--- config.mk ---
export PLATFORM = sky130hd
export DESIGN_NAME = puf_word_streamer
export DESIGN_NICKNAME = d
export VERILOG_FILES = /design/src/rtl/puf_word_streamer.sv
export SDC_FILE = /design/constraint.sdc
export NUM_CORES = 1
export LEC_CHECK = 0
export CAP_MARGIN = 10
export CORE_ASPECT_RATIO = 1.5
export CORE_UTILIZATION = 35
export DETAILED_ROUTE_END_ITERATION = 10
export GPL_ROUTABILITY_DRIVEN = 1
export PLACE_DENSITY = 0.5
export SLEW_MARGIN = 30
export SYNTH_ARGS = -nofsm -noshare
export SYNTH_HDL_FRONTEND = slang
export SYNTH_SLANG_ARGS = --single-unit
--- constraint.sdc ---
create_clock -name clk -period 6.3 [get_ports clk]
set_clock_uncertainty 0.1 [all_clocks]
set_input_delay 0.63 -clock clk [delete_from_list [all_inputs] [get_ports clk]]
set_output_delay 0.63 -clock clk [all_outputs]
set_load 0.01 [all_outputs]
--- src/rtl/puf_word_streamer.sv ---
// Word FIFO plus byte serializer for PUF response words toward the host link.
// Ports: clk/rst_n; in_wr/in_addr/in_data write side with in_full, ovf,
// ovf_clr, level; out_data/out_valid/out_ready/out_last byte stream.
// Option: define PUF_ADDR_HDR_EN to store in_addr and prefix 2 header bytes.
module puf_word_streamer #(
  parameter int DEPTH = 4,
  parameter int LVL_W = $clog2(DEPTH) + 1
) (
  input  logic             clk,
  input  logic             rst_n,
  input  logic             in_wr,
  input  logic [12:0]      in_addr,
  input  logic [127:0]     in_data,
  output logic             in_full,
  output logic             ovf,
  input  logic             ovf_clr,
  output logic [LVL_W-1:0] level,
  output logic [7:0]       out_data,
  output logic             out_valid,
  input  logic             out_ready,
  output logic             out_last
);

  localparam int AW = LVL_W - 1;
`ifdef PUF_ADDR_HDR_EN
  localparam int FW = 141;
  localparam int NB = 18;
`else
  localparam int FW = 128;
  localparam int NB = 16;
`endif
  localparam int SW = NB * 8;

  typedef enum logic [1:0] {
    IDLE = 2'd0,
    SEND = 2'd1
  } state_t;

  logic [FW-1:0]    mem [DEPTH];
  logic [LVL_W-1:0] wptr;
  logic [LVL_W-1:0] rptr;
  logic [FW-1:0]    wr_word;
  logic [SW-1:0]    head_frame;
  logic [SW-1:0]    sr;
  logic [4:0]       cnt;
  logic             push;
  state_t           state;

`ifdef PUF_ADDR_HDR_EN
  assign wr_word = {in_addr, in_data};
`else
  logic unused_addr;
  assign unused_addr = ^in_addr;
  assign wr_word = in_data;
`endif

  assign level   = wptr - rptr;
  assign in_full = (level == LVL_W'(DEPTH));
  assign push    = in_wr && !in_full;

  // Zero-extension gives the {3'b000,addr[12:8]} first header byte.
  assign head_frame = SW'(mem[rptr[AW-1:0]]);

  always_ff @(posedge clk) begin
    if (push) mem[wptr[AW-1:0]] <= wr_word;
  end

  always_ff @(posedge clk or negedge rst_n) begin
    if (!rst_n) begin
      wptr <= '0;
      ovf  <= 1'b0;
    end else begin
      if (push) wptr <= wptr + LVL_W'(1);
      if (in_wr && in_full) ovf <= 1'b1;
      else if (ovf_clr)     ovf <= 1'b0;
    end
  end

  always_ff @(posedge clk or negedge rst_n) begin
    if (!rst_n) begin
      state     <= IDLE;
      rptr      <= '0;
      sr        <= '0;
      cnt       <= '0;
      out_data  <= '0;
      out_valid <= 1'b0;
      out_last  <= 1'b0;
    end else begin
      case (state)
        IDLE: begin
          if (level != '0) begin
            sr        <= head_frame << 8;
            out_data  <= head_frame[SW-1-:8];
            out_valid <= 1'b1;
            out_last  <= 1'b0;
            cnt       <= '0;
            rptr      <= rptr + LVL_W'(1);
            state     <= SEND;
          end
        end
        SEND: begin
          if (out_valid && out_ready) begin
            if (out_last) begin
              out_valid <= 1'b0;
              out_last  <= 1'b0;
              state     <= IDLE;
            end else begin
              out_data <= sr[SW-1-:8];
              sr       <= sr << 8;
              cnt      <= cnt + 5'd1;
              out_last <= (cnt == 5'(NB - 2));
            end
          end
        end
        default: begin
          out_valid <= 1'b0;
          out_last  <= 1'b0;
          state     <= IDLE;
        end
      endcase
    end
  end

endmodule

==> impl_metrics.json <==
{
  "avgSynthCellArea_sq_um": 16.2,
  "p_comb_share_pct": 29.6,
  "critPathArrivalTime_ns": 3.35,
  "power_leakage_nw": 10.4,
  "initial_core_util_pct": 35.4,
  "final_util_pct": 41.8,
  "drc": 0,
  "cp_cell_sequence": "fa_1 -> xor3_2 -> nand3_1 -> inv_1 -> clkdlybuf4s50_1",
  "io_pins": 161,
  "grt_pass1_vias": 15100,
  "required_ns": 5.57,
  "dpl-instance-area_sq_um": 28200,
  "pwr-share-clk_pct": 26.3,
  "syn_to_final_growth_pct": 18.1,
  "post-cts-setup-buffers": 0,
  "antenna_found_initial": 5,
  "min_period_over_period_pct": 64.8,
  "layout.cells.non_filler": 2681,
  "finalHoldViolCount": 0,
  "track_usage_pct": 17.1,
  "grt_busiest_layer": "met2",
  "root_buffer": "clkbuf_16",
  "grt_max_degree": 164,
  "cts_tree": "yes",
  "slew_violations": 0,
  "ff2ff_path_depth": 5,
  "synth_seq_cells": 654,
  "synth_cells": 1586,
  "timing.final.ws_setup_ns": 2.22,
  "ant_nets": 0,
  "drtIter0Drc": 800,
  "routed_wl_um": 63400,
  "yosysSeqAreaShare_pct": 73.6,
  "async_flop_share_pct": 21.7,
  "p_switching_mw": 4.80,
  "slew_headroom_pct": 25.7,
  "cts_max_path_buffers": 3,
  "max_stage_delay_ns": 0.77,
  "worstHoldPathCells": 1,
  "fin_crit_ns": 4.08,
  "grt_pass1_wl_um": 95100,
  "postLayoutCellArea_sq_um": 30400,
  "num_vias": 14400,
  "maxCapViolations": 0,
  "min_from": "out_data[1]$_DFFE_PN0P_",
  "clk_latency_ns": 0.60,
  "synth_nets": 1741,
  "clkSinkCount": 654,
  "syn_area_sq_um": 25700,
  "power.density_nw_per_um2": 493,
  "path_class": "reg2out",
  "dp_hpwl_um": 34100,
  "rsz0062_at_grt": "false",
  "synthFlopType": "edfxtp_1",
  "vdd_drop_max_uv": 252,
  "die-area_sq_um": 74600,
  "post-place-ws_ns": 2.48,
  "seq_power_share_pct": 44.2,
  "path_clk_slew_ns": 0.06,
  "critPathLaunchType": "flop",
  "grt_use_met1_pct": 21.4,
  "use_met3_pct": 2.61,
  "htreeDepth": 3,
  "worst_pin_slew_ns": 1.11,
  "yosysWarningCount": 0,
  "hold_class": "reg2reg",
  "dp_cells": 2559,
  "rows": 121,
  "synth_cell_types": 36,
  "timing.rr.start": "rptr[1]$_DFFE_PN0P_",
  "internal_power_mw": 10.2,
  "numCtsBuffers": 66,
  "die_h_um": 334,
  "max_freq_mhz": 245,
  "path_max_fanout": 64,
  "core_area_sq_um": 72700,
  "grt-ovfl-total": 0,
  "reg2reg_slack_ns": 2.56,
  "netSwitchingFraction_pct": 32.1,
  "io_buffers": 147,
  "setup_viol_count_final": 0,
  "met2_usage_pct": 30.0,
  "die_w_um": 223,
  "layout.nets": 1862,
  "gp_congestion": 0.718,
  "drive_above_1_share_pct": 8.59,
  "status": "finished, final reports clean",
  "synth_edf_count": 512,
  "dr.pass1.iters": 5,
  "critPathSlowestCell": "dfrtp_4",
  "reg2reg_to": "mem[2][111]$_DFFE_PP_",
  "via_per_inst": 5.37,
  "hold_end": "out_data[1]$_DFFE_PN0P_",
  "critPathCaptureType": "output port",
  "tns_ns": 0,
  "wl_per_cell_um": 23.7
}
==> through the flow <==
step,power (mW),hold slack (ns)
2_1_floorplan,9.66,0.234
3_3_place_gp,11.1,0.388
3_5_place_dp,11.2,0.391
4_1_cts,15.2,0.406
5_1_grt,15.8,0.420
6_report,15.0,0.402
==> synthesized netlist by cell type (all sizes together) (7+ instances only) <==
cell type / instances / area (sq um)
mux4: 8 / 180
ha: 8 / 100
inv: 8 / 30.0
a211oi: 240 / 1800
a21oi: 121 / 606
edfxtp: 512 / 15400
a22o: 129 / 1130
mux2i: 120 / 1200
clkbuf: 74 / 293
o21ai: 7 / 35.0
nand2: 14 / 52.6
buf: 50 / 338
dfrtp: 142 / 3550
nor2b: 121 / 757
==> state kept, by name, summed over array words and instances (netlist names) <==
register	count
cnt	5
rptr	3
sr	120
mem	512
out_last	1
out_valid	1
ovf	1
out_data	8
wptr	3
==> logic make-up after synthesis <==
group	after synthesis	synth area share [%]
fa+ha+maj	9	0.467
xor+xnor	8	0.336
compound gates	501	14.0
flops	654	73.6
buf+inv	132	2.57
mux	130	5.46
simple gates	152	3.50
==> critical path, delay by kind of cell, from the launching register on <==
family        cells  cell delay [ns]
buf+inv           2             0.84
flops             1             0.77
fa+ha+maj         1             0.57
xor+xnor          1             0.33
simple gates      1             0.23
==> power groups by stage <==
stage / Combinational (mW) / Clock, mW / Sequential, mW
2_1_floorplan: 3.07 / 0 / 6.59
3_5_place_dp: 4.52 / 0 / 6.70
4_1_cts: 4.53 / 4.04 / 6.62
3_3_place_gp: 4.42 / 0 / 6.66
5_1_grt: 4.86 / 4.18 / 6.73
6_report: 4.43 / 3.93 / 6.61
==> metal layers <==
metal,vias to the layer above,wire length [um],part of all wire (%)
li1,6543,-,-
met1,7497,27200,43
met2,265,32400,51
met3,87,2330,3.7
met4,8,1500,2.4
met5,-,50,0.079
==> layout make-up <==
class                      count  area (sq um)
clock buffer                  92          1900
timing repair buffer         177          1910
inverter                       8          32.5
antenna                        1          2.50
multi-input combinational    800          6170
sequential                   654         18900
clock inverter                27           273
fill                        6581         42300
tap                          922          1150
==> how the worst max path moves through the flow <==
stage / cells after the start / start / to / slack (ns)
finish: 5 / rptr[1]$_DFFE_PN0P_ / in_full / 2.22
global route: 5 / rptr[1]$_DFFE_PN0P_ / in_full / 2.09
CTS: 5 / rptr[1]$_DFFE_PN0P_ / in_full / 2.16
detailed placement: 5 / rptr[1]$_DFFE_PN0P_ / mem[2][120]$_DFFE_PP_ / 2.48
global placement: 5 / rptr[1]$_DFFE_PN0P_ / mem[2][77]$_DFFE_PP_ / 2.50
floorplan: 6 / wptr[0]$_DFFE_PN0P_ / mem[3][0]$_DFFE_PP_ / 1.09
==> cells in the final DEF (no fill, tap or decap), drive strengths merged <==
cell	n
clkinvlp	3
nand3	1
clkinv	16
a22o	129
o22ai	1
a21boi	1
clkdlybuf4s50	146
mux2i	120
a21o	1
mux2	2
or2	1
diode	1
edfxtp	512
nand2b	1
buf	30
o21ai	7
nand2	14
a31o	1
xnor2	1
ha	8
a21oi	121
xor3	1
clkbuf	92
nand3b	1
dlygate4sd3	1
fa	1
bufinv	5
dfrtp	142
mux4	8
inv	11
nor2b	121
and3	4
xor2	6
a211oi	240
nor2	6
nand4	3
==> timing repair <==
item                                   4_1_cts  5_1_grt
endpoints found under the hold margin       38        0
resized for setup                            0        0
hold buffers                                 1        0
Power figures use the tool's default switching activity.
